`src/rtl/calc_arb_cu_pkg.sv`:
```
// Shared definitions for the calculator control unit: state codes, control-word
// constants and ALU opcodes.
package calc_arb_cu_pkg;

  localparam logic [2:0] ST_IDLE  = 3'b000;
  localparam logic [2:0] ST_LOADA = 3'b001;
  localparam logic [2:0] ST_LOADB = 3'b010;
  localparam logic [2:0] ST_EXEC  = 3'b011;
  localparam logic [2:0] ST_DISP  = 3'b100;

  typedef enum logic [2:0] {
    S_IDLE  = ST_IDLE,
    S_LOADA = ST_LOADA,
    S_LOADB = ST_LOADB,
    S_EXEC  = ST_EXEC,
    S_DISP  = ST_DISP
  } state_t;

  localparam logic [1:0] ALU_ADD = 2'b00;
  localparam logic [1:0] ALU_SUB = 2'b01;
  localparam logic [1:0] ALU_AND = 2'b10;
  localparam logic [1:0] ALU_XOR = 2'b11;

  // {Sel1,WA,WE,RAA,REA,RAB,REB,C,Sel2,done}; C sits at [3:2], done at [0].
  localparam int CW_W = 15;
  localparam logic [CW_W-1:0] CW_IDLE  = {2'b01, 2'b00, 1'b0, 2'b00, 1'b0, 2'b00, 1'b0, ALU_ADD, 1'b0, 1'b0};
  localparam logic [CW_W-1:0] CW_LOADA = {2'b11, 2'b01, 1'b1, 2'b00, 1'b0, 2'b00, 1'b0, ALU_ADD, 1'b0, 1'b0};
  localparam logic [CW_W-1:0] CW_LOADB = {2'b10, 2'b10, 1'b1, 2'b00, 1'b0, 2'b00, 1'b0, ALU_ADD, 1'b0, 1'b0};
  localparam logic [CW_W-1:0] CW_EXEC  = {2'b00, 2'b11, 1'b1, 2'b01, 1'b1, 2'b10, 1'b1, ALU_ADD, 1'b0, 1'b0};
  localparam logic [CW_W-1:0] CW_DISP  = {2'b01, 2'b00, 1'b0, 2'b11, 1'b1, 2'b11, 1'b1, ALU_AND, 1'b1, 1'b1};

  function automatic logic [CW_W-1:0] cw_of(state_t st, logic [1:0] opl);
    case (st)
      S_LOADA: return CW_LOADA;
      S_LOADB: return CW_LOADB;
      S_EXEC:  return CW_EXEC | {11'b0, opl, 2'b00};
      S_DISP:  return CW_DISP;
      default: return CW_IDLE;
    endcase
  endfunction

endpackage

```
`src/rtl/calc_arb_cu_if.sv`:
```
// Requester-side bus of the calculator control unit: requests and opcodes in,
// grants, datapath control word and status out.
interface calc_arb_cu_if #(
  parameter int N_REQ = 2,
  parameter int CNT_W = 8
);
  logic [N_REQ-1:0]   Req;
  logic [2*N_REQ-1:0] Op;
  logic [N_REQ-1:0]   Gnt;
  logic [2:0]         Src;
  logic [1:0]         Sel1;
  logic [1:0]         WA;
  logic               WE;
  logic [1:0]         RAA;
  logic               REA;
  logic [1:0]         RAB;
  logic               REB;
  logic [1:0]         C;
  logic               Sel2;
  logic [N_REQ-1:0]   Done;
  logic               Busy;
  logic [2:0]         CS;
  logic [CNT_W-1:0]   OpCnt;

  modport master (
    output Req, Op,
    input  Gnt, Src, Sel1, WA, WE, RAA, REA, RAB, REB, C, Sel2, Done, Busy, CS, OpCnt
  );

  modport slave (
    input  Req, Op,
    output Gnt, Src, Sel1, WA, WE, RAA, REA, RAB, REB, C, Sel2, Done, Busy, CS, OpCnt
  );
endinterface

```
`src/rtl/calc_arb_cu_rr_arbiter.sv`:
```
// Combinational round-robin pick: first set request at or after ptr, wrapping
// at N_REQ-1 back to 0.
module calc_arb_cu_rr_arbiter #(
  parameter int N_REQ = 2
) (
  input  logic [N_REQ-1:0] req,
  input  logic [2:0]       ptr,
  output logic [2:0]       winner,
  output logic             valid
);

  logic [7:0]       req_ext;
  logic [2:0]       cand_idx [N_REQ];
  logic [N_REQ-1:0] cand_hit;

  assign req_ext = 8'(req);

  // Candidate gi is the requester gi places after ptr, modulo N_REQ.
  genvar gi;
  generate
    for (gi = 0; gi < N_REQ; gi++) begin : g_cand
      logic [3:0] sum;
      assign sum          = {1'b0, ptr} + 4'(gi);
      assign cand_idx[gi] = (sum >= 4'(N_REQ)) ? 3'(sum - 4'(N_REQ)) : sum[2:0];
      assign cand_hit[gi] = req_ext[cand_idx[gi]];
    end
  endgenerate

  always_comb begin
    winner = '0;
    valid  = 1'b0;
    for (int i = N_REQ - 1; i >= 0; i--) begin
      if (cand_hit[i]) begin
        winner = cand_idx[i];
        valid  = 1'b1;
      end
    end
  end

endmodule

```
`src/rtl/calc_arb_cu.sv`:
```
// Control unit sharing one calculator datapath among N_REQ requesters; each
// granted operation walks LOADA, LOADB, EXEC, DISP and pulses Done to its owner.
module calc_arb_cu
  import calc_arb_cu_pkg::*;
#(
  parameter int N_REQ = 2,
  parameter int CNT_W = 8
) (
  input logic          CLK,
  input logic          RST_n,
  calc_arb_cu_if.slave bus
);

  state_t           state_reg, state_next;
  logic [2:0]       src_reg, src_next;
  logic [1:0]       opl_reg, opl_next;
  logic [2:0]       ptr_reg, ptr_next;
  logic [CNT_W-1:0] cnt_reg, cnt_next;
  logic [N_REQ-1:0] gnt_reg, gnt_next;
  logic [N_REQ-1:0] done_reg, done_next;
  logic [CW_W-2:0]  cw_reg;
  logic             busy_reg, busy_next;
  logic [CW_W-1:0]  cw_full;
  logic [7:0]       one_hot;
  logic [15:0]      op_ext;
  logic [2:0]       arb_idx;
  logic             arb_valid;

  calc_arb_cu_rr_arbiter #(.N_REQ(N_REQ)) u_arb (
    .req    (bus.Req),
    .ptr    (ptr_reg),
    .winner (arb_idx),
    .valid  (arb_valid)
  );

  assign op_ext = 16'(bus.Op);

  always_comb begin
    state_next = state_reg;
    src_next   = src_reg;
    opl_next   = opl_reg;
    ptr_next   = ptr_reg;
    cnt_next   = cnt_reg;
    case (state_reg)
      S_IDLE: begin
        if (arb_valid) begin
          state_next = S_LOADA;
          src_next   = arb_idx;
          opl_next   = op_ext[{arb_idx, 1'b0} +: 2];
        end
      end
      S_LOADA: state_next = S_LOADB;
      S_LOADB: state_next = S_EXEC;
      S_EXEC:  state_next = S_DISP;
      S_DISP: begin
        state_next = S_IDLE;
        cnt_next   = cnt_reg + CNT_W'(1);
        ptr_next   = (src_reg == 3'(N_REQ - 1)) ? 3'd0 : src_reg + 3'd1;
      end
      default: state_next = S_IDLE;
    endcase

    // Outputs are decoded from the next state so they register alongside it.
    cw_full   = cw_of(state_next, opl_next);
    one_hot   = 8'b1 << src_next;
    busy_next = (state_next != S_IDLE);
    gnt_next  = busy_next ? one_hot[N_REQ-1:0] : '0;
    done_next = cw_full[0] ? one_hot[N_REQ-1:0] : '0;
  end

  always_ff @(posedge CLK or negedge RST_n) begin
    if (!RST_n) begin
      state_reg <= S_IDLE;
      src_reg   <= '0;
      opl_reg   <= '0;
      ptr_reg   <= '0;
      cnt_reg   <= '0;
      gnt_reg   <= '0;
      done_reg  <= '0;
      busy_reg  <= 1'b0;
      cw_reg    <= CW_IDLE[CW_W-1:1];
    end else begin
      state_reg <= state_next;
      src_reg   <= src_next;
      opl_reg   <= opl_next;
      ptr_reg   <= ptr_next;
      cnt_reg   <= cnt_next;
      gnt_reg   <= gnt_next;
      done_reg  <= done_next;
      busy_reg  <= busy_next;
      cw_reg    <= cw_full[CW_W-1:1];
    end
  end

  assign {bus.Sel1, bus.WA, bus.WE, bus.RAA, bus.REA, bus.RAB, bus.REB, bus.C, bus.Sel2} = cw_reg;
  assign bus.Gnt   = gnt_reg;
  assign bus.Done  = done_reg;
  assign bus.Busy  = busy_reg;
  assign bus.Src   = src_reg;
  assign bus.CS    = state_reg;
  assign bus.OpCnt = cnt_reg;

endmodule

```
`src/flat_wrapper.sv`:
```
// flat-port wrapper written by rule: the top's interface ports become plain ports
module calc_arb_cu_flat import calc_arb_cu_pkg::*;
#(
  parameter int N_REQ = 2,
  parameter int CNT_W = 8
)
  (CLK, RST_n, bus_Req, bus_Op, bus_Gnt, bus_Src, bus_Sel1, bus_WA, bus_WE, bus_RAA, bus_REA, bus_RAB, bus_REB, bus_C, bus_Sel2, bus_Done, bus_Busy, bus_CS, bus_OpCnt);
  calc_arb_cu_if #(.N_REQ(N_REQ), .CNT_W(CNT_W)) bus_i ();
  input logic CLK;
  input logic RST_n;
  input wire logic [$bits(bus_i.Req)-1:0] bus_Req;
  input wire logic [$bits(bus_i.Op)-1:0] bus_Op;
  output wire logic [$bits(bus_i.Gnt)-1:0] bus_Gnt;
  output wire logic [$bits(bus_i.Src)-1:0] bus_Src;
  output wire logic [$bits(bus_i.Sel1)-1:0] bus_Sel1;
  output wire logic [$bits(bus_i.WA)-1:0] bus_WA;
  output wire logic [$bits(bus_i.WE)-1:0] bus_WE;
  output wire logic [$bits(bus_i.RAA)-1:0] bus_RAA;
  output wire logic [$bits(bus_i.REA)-1:0] bus_REA;
  output wire logic [$bits(bus_i.RAB)-1:0] bus_RAB;
  output wire logic [$bits(bus_i.REB)-1:0] bus_REB;
  output wire logic [$bits(bus_i.C)-1:0] bus_C;
  output wire logic [$bits(bus_i.Sel2)-1:0] bus_Sel2;
  output wire logic [$bits(bus_i.Done)-1:0] bus_Done;
  output wire logic [$bits(bus_i.Busy)-1:0] bus_Busy;
  output wire logic [$bits(bus_i.CS)-1:0] bus_CS;
  output wire logic [$bits(bus_i.OpCnt)-1:0] bus_OpCnt;
  assign bus_i.Req = bus_Req;
  assign bus_i.Op = bus_Op;
  assign bus_Gnt = bus_i.Gnt;
  assign bus_Src = bus_i.Src;
  assign bus_Sel1 = bus_i.Sel1;
  assign bus_WA = bus_i.WA;
  assign bus_WE = bus_i.WE;
  assign bus_RAA = bus_i.RAA;
  assign bus_REA = bus_i.REA;
  assign bus_RAB = bus_i.RAB;
  assign bus_REB = bus_i.REB;
  assign bus_C = bus_i.C;
  assign bus_Sel2 = bus_i.Sel2;
  assign bus_Done = bus_i.Done;
  assign bus_Busy = bus_i.Busy;
  assign bus_CS = bus_i.CS;
  assign bus_OpCnt = bus_i.OpCnt;
  calc_arb_cu #(.N_REQ(N_REQ), .CNT_W(CNT_W)) u_core (.CLK(CLK), .RST_n(RST_n), .bus(bus_i));
endmodule
```
`config.mk`:
```
export PLATFORM = sky130hd
export DESIGN_NAME = calc_arb_cu_flat
export DESIGN_NICKNAME = d
export VERILOG_FILES = /design/src/rtl/calc_arb_cu_pkg.sv /design/src/rtl/calc_arb_cu_if.sv /design/src/rtl/calc_arb_cu_rr_arbiter.sv /design/src/rtl/calc_arb_cu.sv /design/src/flat_wrapper.sv
export SDC_FILE = /design/constraint.sdc
export NUM_CORES = 1
export LEC_CHECK = 0
export CAP_MARGIN = 0
export CORE_ASPECT_RATIO = 1.1
export CORE_MARGIN = 2
export CORE_UTILIZATION = 45
export CTS_BUF_LIST = sky130_fd_sc_hd__clkbuf_4 sky130_fd_sc_hd__clkbuf_8 sky130_fd_sc_hd__clkbuf_16
export CTS_CLUSTER_DIAMETER = 80
export DETAILED_ROUTE_END_ITERATION = 10
export PLACE_DENSITY = 0.78
export SYNTH_ARGS = -nofsm -noshare
export SYNTH_HDL_FRONTEND = slang
export SYNTH_SLANG_ARGS = --single-unit
```
`constraint.sdc`:
```
create_clock -name CLK -period 2.9 [get_ports CLK]
set_clock_uncertainty 0.2 [all_clocks]
set_input_delay 0.58 -clock CLK [delete_from_list [all_inputs] [get_ports CLK]]
set_output_delay 0.58 -clock CLK [all_outputs]
set_load 0.02 [all_outputs]
```
Word-level counts from Yosys, hierarchy flattened
Index checks and enable logic that the tools add are counted.
{"block": "totals", "output_inout_bits": 33, "reg_bits": 38, "input_bits": 8}
{"block": "op_classes", "shift": 2, "n_eq_ne": 9, "magnitude_cmp": 4, "mux": 20, "n_reduce_logical": 2, "add_sub_neg": 5}
{"cell": "$pmux 15 s4", "count": 1}
{"cell": "$mux 3", "count": 8}
{"cell": "$shiftx 16x5->2", "count": 1}
{"cell": "$eq 3x2->1 const B", "count": 4}
{"cell": "$pmux 3 s4", "count": 1}
{"cell": "$eq 3x1->1 const B", "count": 3}
{"cell": "$add 8x1->8 const B", "count": 1}
{"cell": "$lt 3x4->1 const B", "count": 2}
{"cell": "$mux 2", "count": 4}
{"cell": "$bmux 1 s3", "count": 2}
{"cell": "$eq 3x3->1 const B", "count": 2}
{"cell": "$sub 3x2->3 const B", "count": 2}
{"cell": "$add 3x1->4 const B", "count": 1}
{"cell": "$ge 4x2->1 const B", "count": 1}
{"cell": "$mux 1", "count": 4}
{"cell": "$add 3x1->3 const B", "count": 1}
{"cell": "$ge 3x2->1 const B", "count": 1}
{"cell": "$logic_not 3->1", "count": 1}
{"cell": "$reduce_bool 3->1", "count": 1}
{"cell": "$shl 1x3->2 const A", "count": 1}

Longest topological paths before layout
Gate-level depths: netlist of run 1.
{"block": "logic_depth", "depth_word": 12, "mapped_depth": 7, "mapped_depth_nobuf": 7}

Cells and area by module
From an unflattened synthesis of run 1, not the netlist that was laid out.
{"block": "unflattened", "cells_unflattened": 138, "area_unflattened_um2": 1554.0}
{"module": "calc_arb_cu", "seq_area_each_um2": 827.0, "cells_each": 111, "area_per_inst_um2": 1347.5, "n_inst": 1}
{"module": "calc_arb_cu_rr_arbiter", "seq_area_each_um2": 0.0, "cells_each": 27, "area_per_inst_um2": 206.4, "n_inst": 1}

Worst setup path before layout of run 1
No wires, ideal clock.
{"block": "synth_timing", "kind": "register to register", "startpoint": "reg u_core.ptr_reg[0]", "endpoint": "reg u_core.src_reg[0], in the netlist u_core.bus.Src[0]", "slack_ps": 670, "n_path_buf": 0, "t_arrival_ps": 1905, "path_stages_with_launch": 7, "setup_time_ps": 125, "cell_sequence": "dfrtp_1 -> ha_1 -> and4b_1 -> o21a_1 -> a221o_2 -> nor3b_4 -> mux2_4"}
{"block": "synth_between", "elab_chain_len": 9, "elab_cells_between_ends": 17}
{"item": "start, declared", "line": "calc_arb_cu.sv:17", "rtl": "logic [2:0] ptr_reg, ptr_next;"}
{"item": "start signal, assigned", "line": "calc_arb_cu.sv:86", "rtl": "ptr_reg <= ptr_next;"}
{"item": "$add 3x1->4", "line": "calc_arb_cu_rr_arbiter.sv:23", "rtl": "assign sum = {1'b0, ptr} + 4'(gi);"}
{"item": "$ge 4x2->1 or $sub 3x2->3 (tied branches)", "line": "calc_arb_cu_rr_arbiter.sv:24", "rtl": "assign cand_idx[gi] = (sum >= 4'(N_REQ)) ? 3'(sum - 4'(N_REQ)) : sum[2:0];"}
{"item": "$mux 3", "line": "calc_arb_cu_rr_arbiter.sv:24"}
{"item": "$bmux 1 s3", "line": "calc_arb_cu_rr_arbiter.sv:25", "rtl": "assign cand_hit[gi] = req_ext[cand_idx[gi]];"}
{"item": "$mux 1 (not written as such)", "line": "calc_arb_cu_rr_arbiter.sv:25"}
{"item": "$mux 3 or $mux 1 (tied branches) (2 in series)", "line": "calc_arb_cu_rr_arbiter.sv:33", "rtl": "if (cand_hit[i]) begin"}
{"item": "$mux 3 (*)", "line": "calc_arb_cu.sv:46", "rtl": "if (arb_valid) begin"}
{"item": "$mux 3 (*)", "line": "calc_arb_cu.sv:44", "rtl": "case (state_reg)"}
{"item": "net u_core.src_next[0]", "line": "calc_arb_cu.sv:15", "rtl": "logic [2:0] src_reg, src_next;"}
{"item": "end signal, assigned", "line": "calc_arb_cu.sv:84", "rtl": "src_reg <= src_next;"}
{"item": "end, declared", "line": "calc_arb_cu.sv:15"}
Mark *: on every way through the listed nets, which the timed path passes. The rest lies on a longest branch. The select of a mux whose other input is x is not followed.
A chain may end at the register's enable or synchronous reset.

Worst setup path in the final report of run 1
{"block": "layout_timing", "startpoint": "reg u_core.ptr_reg[0]", "endpoint": "reg u_core.opl_reg[1]"}
{"block": "layout_between", "elab_chain_len": 10, "elab_cells_between_ends": 18}
{"item": "$add 3x1->4", "line": "calc_arb_cu_rr_arbiter.sv:23"}
{"item": "$ge 4x2->1 or $sub 3x2->3 (tied branches)", "line": "calc_arb_cu_rr_arbiter.sv:24"}
{"item": "$mux 3", "line": "calc_arb_cu_rr_arbiter.sv:24"}
{"item": "$bmux 1 s3", "line": "calc_arb_cu_rr_arbiter.sv:25"}
{"item": "$mux 1 (not written as such)", "line": "calc_arb_cu_rr_arbiter.sv:25"}
{"item": "$mux 3 (2 in series)", "line": "calc_arb_cu_rr_arbiter.sv:33"}
{"item": "$shiftx 16x5->2", "line": "calc_arb_cu.sv:49", "rtl": "opl_next = op_ext[{arb_idx, 1'b0} +: 2];"}
{"item": "$mux 2 (*)", "line": "calc_arb_cu.sv:46"}
{"item": "$mux 2 (*)", "line": "calc_arb_cu.sv:44"}
{"item": "net u_core.opl_next[1]", "line": "calc_arb_cu.sv:16", "rtl": "logic [1:0] opl_reg, opl_next;"}
{"item": "end signal, assigned", "line": "calc_arb_cu.sv:85", "rtl": "opl_reg <= opl_next;"}
{"item": "end, declared", "line": "calc_arb_cu.sv:16"}
Marked as above.

==> impl_metrics.csv, run 1 <==
group,metric,value,unit
global_route,grt_pass1_wl,5000,µm
detailed_routing,avgRoutedWirePerCell,14.8,µm
power_and_ir_drop,pwr-share-seq,35.2,%
power_and_ir_drop,clockPowerShare,16.5,%
logic_synthesis,synthCells,126,
clock_network,cts.htree.levels,2,
power_and_ir_drop,p_per_area,1150,nW/µm²
run,cap_violations,0,
timing,slew_headroom,72.7,%
setup_path,cp-start-kind,"register",
clock_network,cts_setup_buffers,0,
logic_synthesis,syn-mean-instance-area,11.7,µm²
power_and_ir_drop,p_int,1.39,mW
global_route,grt_pass1_vias,1084,
timing,setup_viol,0,
setup_path,worstSetupPathType,"register to register",
global_route,gr-usage-all-layers,18.0,%
placed_design,dp_cells,193,
floorplanning,die_h,64.1,µm
detailed_routing,wirelength,2970,µm
timing,timing.hold.ws,0.281,ns
timing,clock.fmax,410,MHz
power_and_ir_drop,power,2.24,mW
power_and_ir_drop,switchingPower,0.849,mW
floorplanning,core_region_area,3100,µm²
logic_synthesis,ys_seq_elements,33,
logic_synthesis,seq_area_frac_synth,56.1,%
logic_synthesis,synth_area,1480,µm²
clock_network,path_clk_slew,0.10,ns
detailed_routing,antenna_left,0,
placed_design,pre_cts_slack,0.190,ns
power_and_ir_drop,p_leak,0.869,nW
placed_design,place_area,1860,µm²
finish,diodes,0,
setup_path,worstPathMaxFanout,7,
finish,largest_reg_flops,9,
global_route,grt_max_degree,34,
clock_network,cts_sinks,33,
setup_path,cp.required,2.93,ns
finish,multiInputGateArea,569,µm²
floorplanning,dieArea,3750,µm²
detailed_routing,avgViaCountPerCell,5.14,
timing,worstMarginPinSlew,0.410,ns
floorplanning,start_util,47.6,%
timing,finalSetupTns,0,ns
global_route,antenna_found_initial,0,
logic_synthesis,synth-async-reset-ratio,100,%
finish,final_common_cell,"clkdlybuf4s50_1",
finish,fillers,255,
clock_network,cts_hold_buf,0,
floorplanning,rows,21,
logic_synthesis,yosys_warnings,0,
power_and_ir_drop,ir_drop,0.682,mV
placed_design,routabilityCongestion,0.761,
finish,seq_area,827,µm²
status,violations,"DRC",
finish,final_layout_size_suffix_gt1_share,12.6,%
clock_network,clk_latency,0.33,ns
logic_synthesis,syn_nets,137,
floorplanning,die_w,58.6,µm
power_and_ir_drop,comb_power_share,48.4,%
placed_design,place_hpwl,2180,µm
detailed_routing,route.detailed.drc,1,
timing,drv_slew,0,
detailed_routing,drt_iter0_markers,45,
clock_network,cts_tree,"built",
power_and_ir_drop,switching_share,37.9,%
setup_path,end_kind,"register",
logic_synthesis,ys.flop_type,"dfrtp_1",
detailed_routing,vias,1033,
logic_synthesis,synth_edf_count,0,
timing,fin_ws,0.463,ns
clock_network,cts_resized,0,
min_path,hp-class,"register to register",
finish,stdcell_count,201,
timing,layout_min_cycle_time,2.44,ns
timing,hold_violations,0,
placed_design,port_buffers,40,
timing,rsz0062_at_grt,"no",
global_route,grt_overflow_total,0,
timing,post-route-period-util,84.1,%
floorplanning,io_pins,41,
finish,final_nets,177,
clock_network,root_buffer,"clkbuf_4",
finish,layout_common_cells,"clkdlybuf4s50_1, dfrtp_1, nor2_1",
logic_synthesis,synth.distinct_cells,37,
finish,synthToLayoutAreaGrowth,32.2,%
status,outcome,"finished, violations left",
setup_path,cp_data_arrival_time,2.47,ns
finish,final_core_util,62.9,%
finish,stdcell_area,1950,µm²
detailed_routing,first_pass_iters,7,
clock_network,cts_buffers,5,
clock_network,clk_path_buf_depth,2,
synth_stat cells, drive strengths merged (2+ instances only):
master,instances,area (µm²)
and2,3,18.8
mux2i,2,20.0
a21oi,2,10.0
nor2,14,52.6
nand2,10,37.5
nand3b,2,15.0
xor2,3,26.3
nand2b,2,12.5
nor3,7,35.0
xnor2,7,61.3
and2b,2,17.5
ha,3,37.5
nand3,2,10.0
o21a,2,15.0
nand4,2,12.5
mux2,5,67.6
inv,2,7.51
buf,8,67.6
dfrtp,32,801
routing by layer:
layer  track usage, %  vias to the layer above  share of wire (%)  wire [µm]
li1                 -                      501                  -          -
met1             21.9                      499                 43       1270
met2             29.2                       25                 51       1510
met3             5.26                        8                4.2        124
met4             8.24                        0                2.1         63
met5                0                        -                  0          0
final cells by class:
cell class,count,share of cell area (%)
flip-flops and latches,33,42.4
multi-input cells,82,29.2
repair buffers,42,21.3
well taps,34,2.18
inverters,2,0.385
clock inverters,1,1.54
clock buffers,7,3.01
path summary, 6_finish.rpt:
check | start | end | slack, ns | depth (start not counted)
setup / recovery | u_core.ptr_reg[0] | u_core.opl_reg[1] | 0.46 | 6
min in group asynchronous | RST_n | u_core.opl_reg[0] | 0.43 | 2
hold / removal | u_core.bus.OpCnt[7] | u_core.bus.OpCnt[7] | 0.28 | 1
max in group asynchronous | RST_n | u_core.cw_reg[12] | 1.73 | 2
setup reg to reg | u_core.ptr_reg[0] | u_core.opl_reg[1] | 0.46 | 6
hold reg to reg | u_core.bus.OpCnt[7] | u_core.bus.OpCnt[7] | 0.28 | 1
logic make-up after synthesis:
family          after synthesis  share of synthesized area [%]
simple gates                 52                           19.3
flops                        33                           56.1
buf+inv                      11                           5.34
compound gates               10                           4.83
xor+xnor                     10                           5.94
mux                           7                           5.94
fa+ha+maj                     3                           2.54
critical path: stages (launching register included):
cell and delay, ns:
dfrtp_1 0.49, ha_1 0.37, nand3b_1 0.16, mux2i_1 0.19
a22o_1 0.30, mux2_2 0.36, mux2_4 0.25
power by group through the flow:
stage | combinational, mW | sequential (mW) | clock, mW
after floorplan | 0.592 | 0.911 | 0
after global placement | 1.06 | 0.786 | 0
after detailed placement | 1.09 | 0.795 | 0
after CTS | 1.09 | 0.786 | 0.374
after global routing | 1.18 | 0.816 | 0.391
final | 1.08 | 0.787 | 0.368
(Power assumes the default switching activity.)
==> run 2: changes to the inputs <==
==> constraint.sdc (replaced) <==
create_clock -name CLK -period 2.4 [get_ports CLK]
set_clock_uncertainty 0.2 [all_clocks]
set_input_delay 0.48 -clock CLK [delete_from_list [all_inputs] [get_ports CLK]]
set_output_delay 0.48 -clock CLK [all_outputs]
set_load 0.02 [all_outputs]
==> run 2 against run 1 <==
Against the previous run:
- the flow still finishes with violations (DRC)
- total power is 22% higher
- global-route usage grew 0.43 points
- sequential share of layout area is 0.98 points lower
- via count grew 2.9%
- die area stayed put
- utilization rose by 1.5 points
- highest routed layer unchanged
==> impl_metrics.csv, run 2 (same netlist as run 1, synthesis figures left out) <==
group,metric,value,unit
setup_path,cpPeakStageDelay,0.68,ns
detailed_routing,vias,1063,
setup_path,cp_cell_sequence,"clkdlybuf4s50_1",
finish,stdcell_area,2000,µm²
detailed_routing,antenna_left,0,
status,violations,"DRC",
timing,rsz0062_at_grt,"no",
global_route,grt_max_degree,34,
setup_path,cp.required,1.72,ns
floorplanning,dieArea,3750,µm²
power_and_ir_drop,p_per_area,1370,nW/µm²
setup_path,cp_data_arrival_time,1.58,ns
clock_network,cts_buffers,5,
finish,largest_reg_flops,9,
clock_network,cts_hold_buf,0,
run,cap_violations,0,
detailed_routing,wirelength,2970,µm
clock_network,clk_path_buf_depth,2,
global_route,antenna_found_initial,0,
timing,worstMarginPinSlew,0.395,ns
setup_path,r2r_end,"u_core.opl_reg[1]",
finish,stdcell_count,208,
global_route,grt_overflow_total,0,
placed_design,port_buffers,40,
floorplanning,die_w,58.6,µm
global_route,grt_pass1_vias,1085,
setup_path,worstPathMaxFanout,12,
timing,hold_violations,0,
timing,fin_ws,0.140,ns
setup_path,reg2reg_depth,7,
detailed_routing,avgViaCountPerCell,5.11,
finish,layout_common_cells,"clkdlybuf4s50_1, dfrtp_1, nor2_1",
setup_path,slowest_stage,"clkdlybuf4s50_1",
setup_path,endpoint,"bus_CS[0]",
timing,slew_headroom,73.7,%
timing,layout_min_cycle_time,2.26,ns
setup_path,worstSetupPathType,"register to output pin",
setup_path,crit_start,"u_core.bus.CS[0]",
global_route,gr-usage-all-layers,18.4,%
finish,final_layout_size_suffix_gt1_share,16.7,%
detailed_routing,first_pass_iters,7,
min_path,hp-class,"register to register",
floorplanning,die_h,64.1,µm
floorplanning,rows,21,
finish,multiInputGateArea,582,µm²
finish,final_core_util,64.4,%
finish,final_common_cell,"clkdlybuf4s50_1",
placed_design,pre_cts_slack,-0.0174,ns
setup_path,critical_path.top_delay_family,"buffers and inverters",
finish,fillers,255,
global_route,grt_pass1_wl,5090,µm
clock_network,cts_sinks,33,
setup_path,ff2ff_setup_slack,0.14,ns
placed_design,dp_cells,197,
clock_network,clk_latency,0.34,ns
clock_network,cts_tree,"built",
power_and_ir_drop,ir_drop,0.704,mV
clock_network,path_clk_slew,0.10,ns
floorplanning,start_util,47.6,%
placed_design,routabilityCongestion,0.763,
status,outcome,"finished, violations left",
timing,finalSetupTns,0,ns
detailed_routing,avgRoutedWirePerCell,14.3,µm
clock_network,cts.htree.levels,2,
detailed_routing,route.detailed.drc,1,
finish,seq_area,827,µm²
timing,setup_viol,0,
placed_design,place_hpwl,2170,µm
setup_path,timing.rr.start,"u_core.ptr_reg[1]",
floorplanning,core_region_area,3100,µm²
setup_path,critPathBufInv,1,
setup_path,cp.depth,1,
finish,synthToLayoutAreaGrowth,35.4,%
timing,post-route-period-util,94.1,%
timing,drv_slew,0,
placed_design,place_area,1890,µm²
finish,final_nets,184,
timing,clock.fmax,443,MHz
detailed_routing,drt_iter0_markers,55,
setup_path,end_kind,"output pin",
floorplanning,io_pins,41,
clock_network,root_buffer,"clkbuf_4",
finish,diodes,0,
setup_path,cp-start-kind,"register",
power_and_ir_drop,p_leak,0.896,nW
run 2: cell types whose count changed in the layout (fill, tap and decap cells not counted):
cell	before	now
buf_4	2	9
bufinv_16	1	0
clkbuf_4	6	5
clkbuf_8	1	2
clkinv_2	0	1
ha_1	3	2
ha_4	0	1
run 2: where the power goes:
part | switching [mW] | leakage [nW] | internal [mW]
Clock | 0.192 | 0.0413 | 0.170
Combinational | 0.695 | 0.434 | 0.737
Sequential | 0.178 | 0.420 | 0.763
run 2: area by class of cell:
class / count / area share [%]
multi-input cells: 82 / 29.1
repair buffers: 49 / 23.4
inverters: 2 / 0.376
clock inverters: 1 / 0.251
well taps: 34 / 2.13
clock buffers: 7 / 3.26
flip-flops and latches: 33 / 41.4
run 2: worst min-delay path by stage:
stage / startpoint / end / slack, ns / cells past startpoint
finish: u_core.bus.OpCnt[7] / u_core.bus.OpCnt[7] / 0.28 / 1
global route: u_core.bus.OpCnt[7] / u_core.bus.OpCnt[7] / 0.32 / 1
CTS: u_core.bus.OpCnt[7] / u_core.bus.OpCnt[7] / 0.29 / 1
detailed placement: u_core.bus.OpCnt[7] / u_core.bus.OpCnt[7] / 0.28 / 1
global placement: u_core.bus.OpCnt[7] / u_core.bus.OpCnt[7] / 0.26 / 1
floorplan: RST_n / u_core.bus.Busy / -0.02 / 0
run 2: what timing repair did:
action                                  CTS  global route
resized for setup                         0             1
buffers inserted                          0             3
endpoints found under the setup margin    0             3
run 2: worst reg2reg max path, cell delays in order, from the launching register on:
cell     delay (ns)
dfrtp_1        0.40
inv_1          0.08
ha_4           0.28
and4b_1        0.19
o21a_1         0.19
a221o_2        0.33
nor3b_4        0.19
mux2_4         0.30
run 2: stage by stage:
step                      hold slack (ns)  power (mW)
after CTS                           0.292        2.71
after floorplan                   -0.0156        1.82
after detailed placement            0.276        2.33
after global placement              0.260        2.28
final                               0.284        2.73
after global routing                0.319        2.93
run 2: layer usage:
metal	part of all wire, %	global-route usage (%)
met5	0	0
met2	52	30.5
met3	3.7	4.45
met1	42	21.6
met4	2.0	10.2
==> run 3: changes to the inputs <==
--- a/config.mk
+++ b/config.mk
@@ -6,11 +6,11 @@
 export NUM_CORES = 1
 export LEC_CHECK = 0
 export CAP_MARGIN = 0
-export CORE_ASPECT_RATIO = 1.1
 export CORE_MARGIN = 2
 export CORE_UTILIZATION = 45
 export CTS_BUF_LIST = sky130_fd_sc_hd__clkbuf_4 sky130_fd_sc_hd__clkbuf_8 sky130_fd_sc_hd__clkbuf_16
 export CTS_CLUSTER_DIAMETER = 80
+export CTS_CLUSTER_SIZE = 14
 export DETAILED_ROUTE_END_ITERATION = 10
 export PLACE_DENSITY = 0.78
 export SYNTH_ARGS = -nofsm -noshare
==> run 3 against run 2 <==
Against the previous run:
- the flow now finishes without violations
- fmax is 0.23% higher
- clock power is 11% lower
- setup slack improved by 0.0051 ns
- sequential cell count unchanged
- non-clock buffer count did not move
- critical path type unchanged
- highest routed layer unchanged
==> impl_metrics.csv, run 3 (same netlist as run 1, synthesis figures left out) <==
group,metric,value,unit
global_route,grt_pass1_wl,4630,µm
timing,drv_slew,0,
detailed_routing,route.detailed.drc,0,
detailed_routing,wirelength,2810,µm
setup_path,cp_cell_sequence,"clkdlybuf4s50_1",
clock_network,cts.htree.levels,2,
detailed_routing,first_pass_iters,4,
floorplanning,rows,20,
clock_network,clk_latency,0.33,ns
floorplanning,die_w,61.3,µm
clock_network,cts_sinks,33,
power_and_ir_drop,switchingPower,1.03,mW
clock_network,cts_buffers,5,
power_and_ir_drop,pwr-share-seq,35.0,%
timing,worstMarginPinSlew,0.398,ns
placed_design,routabilityCongestion,0.739,
global_route,antenna_found_initial,0,
finish,final_common_cell,"clkdlybuf4s50_1",
floorplanning,dieArea,3750,µm²
setup_path,cp.required,1.72,ns
finish,synthToLayoutAreaGrowth,35.7,%
detailed_routing,antenna_left,0,
placed_design,port_buffers,40,
finish,stdcell_count,217,
detailed_routing,vias,1051,
setup_path,ff2ff_setup_slack,0.15,ns
floorplanning,start_util,47.9,%
placed_design,place_hpwl,2040,µm
timing,timing.hold.ws,0.285,ns
detailed_routing,drt_iter0_markers,22,
power_and_ir_drop,p_per_area,1340,nW/µm²
finish,seq_area,828,µm²
setup_path,critPathBufInv,1,
finish,final_layout_size_suffix_gt1_share,17.3,%
timing,rsz0062_at_grt,"no",
clock_network,cts_tree,"built",
floorplanning,core_region_area,3080,µm²
power_and_ir_drop,ir_drop,0.727,mV
finish,diodes,0,
clock_network,path_clk_slew,0.09,ns
power_and_ir_drop,switching_share,38.4,%
setup_path,cp_data_arrival_time,1.57,ns
run,cap_violations,0,
detailed_routing,avgViaCountPerCell,4.84,
timing,layout_min_cycle_time,2.25,ns
detailed_routing,avgRoutedWirePerCell,13.0,µm
global_route,grt_pass1_vias,1005,
finish,multiInputGateArea,584,µm²
placed_design,dp_cells,207,
global_route,grt_max_degree,34,
min_path,hp-class,"register to register",
power_and_ir_drop,clockPowerShare,12.0,%
setup_path,end_kind,"output pin",
timing,hold_violations,0,
global_route,grt_overflow_total,0,
timing,setup_viol,0,
global_route,gr-usage-all-layers,17.5,%
finish,final_core_util,65.0,%
power_and_ir_drop,comb_power_share,53.0,%
status,outcome,"finished clean",
timing,clock.fmax,444,MHz
finish,final_nets,184,
finish,stdcell_area,2000,µm²
floorplanning,die_h,61.3,µm
setup_path,critical_path.top_delay_family,"buffers and inverters",
finish,largest_reg_flops,9,
timing,slew_headroom,73.5,%
setup_path,cpPeakStageDelay,0.68,ns
setup_path,worstSetupPathType,"register to output pin",
finish,layout_common_cells,"clkdlybuf4s50_1, dfrtp_1, nor2_1",
clock_network,root_buffer,"clkbuf_4",
clock_network,clk_path_buf_depth,2,
finish,fillers,256,
timing,post-route-period-util,93.9,%
floorplanning,io_pins,41,
power_and_ir_drop,p_leak,0.887,nW
setup_path,cp-start-kind,"register",
placed_design,place_area,1900,µm²
clock_network,cts_hold_buf,0,
setup_path,worstPathMaxFanout,12,
power_and_ir_drop,p_int,1.65,mW
setup_path,slowest_stage,"clkdlybuf4s50_1",
[run 3: cell types whose count changed in the layout (fill, tap and decap cells not counted), sizes merged]
cell / change
clkinv: -1
[run 3: path summary, 6_finish.rpt]
kind,to,startpoint,cells after the start
max,bus_CS[0],u_core.bus.CS[0],1
min,u_core.bus.OpCnt[7],u_core.bus.OpCnt[7],1
max reg2reg,u_core.opl_reg[1],u_core.ptr_reg[0],6
min reg2reg,u_core.bus.OpCnt[7],u_core.bus.OpCnt[7],1
max in group asynchronous,u_core.cw_reg[12],RST_n,2
min in group asynchronous,u_core.opl_reg[1],RST_n,2
[run 3: metrics by stage]
step	setup slack (ns)	TNS, ns	total power [mW]
2_1_floorplan	0.170	0	1.82
3_3_place_gp	0.00488	0	2.27
3_5_place_dp	-0.0616	-0.124	2.32
4_1_cts	0.0806	0	2.65
5_1_grt	0.00340	0	2.89
6_report	0.146	0	2.69
[run 3: repair_timing]
action | 4_1_cts | 5_1_grt
resized for setup | 0 | 3
setup endpoints to repair | 0 | 3
setup buffers | 0 | 4
[run 3: layout make-up]
cell class                      count  share of cell area, %
Sequential cell                    33                   41.4
Multi-Input combinational cell     82                   29.2
Timing Repair Buffer               49                   23.4
Clock buffer                        7                   2.94
Tap cell                           44                   2.75
Inverter                            2                  0.375
[run 3: power groups by stage]
stage | logic [mW] | registers (mW) | clock network (mW)
after floorplan | 0.716 | 1.10 | 0
after global placement | 1.33 | 0.938 | 0
after detailed placement | 1.37 | 0.954 | 0
after CTS | 1.38 | 0.942 | 0.329
after global routing | 1.56 | 0.972 | 0.353
final | 1.42 | 0.941 | 0.321
[run 3: routing by layer]
| layer | vias to the layer above | part of all wire [%] | global-route usage (%) |
|---|---|---|---|
| met5 | - | 0 | 0 |
| met4 | 0 | 2.2 | 10.9 |
| met3 | 5 | 3.7 | 4.20 |
| met2 | 23 | 50 | 24.9 |
| met1 | 512 | 44 | 24.2 |
| li1 | 511 | - | - |
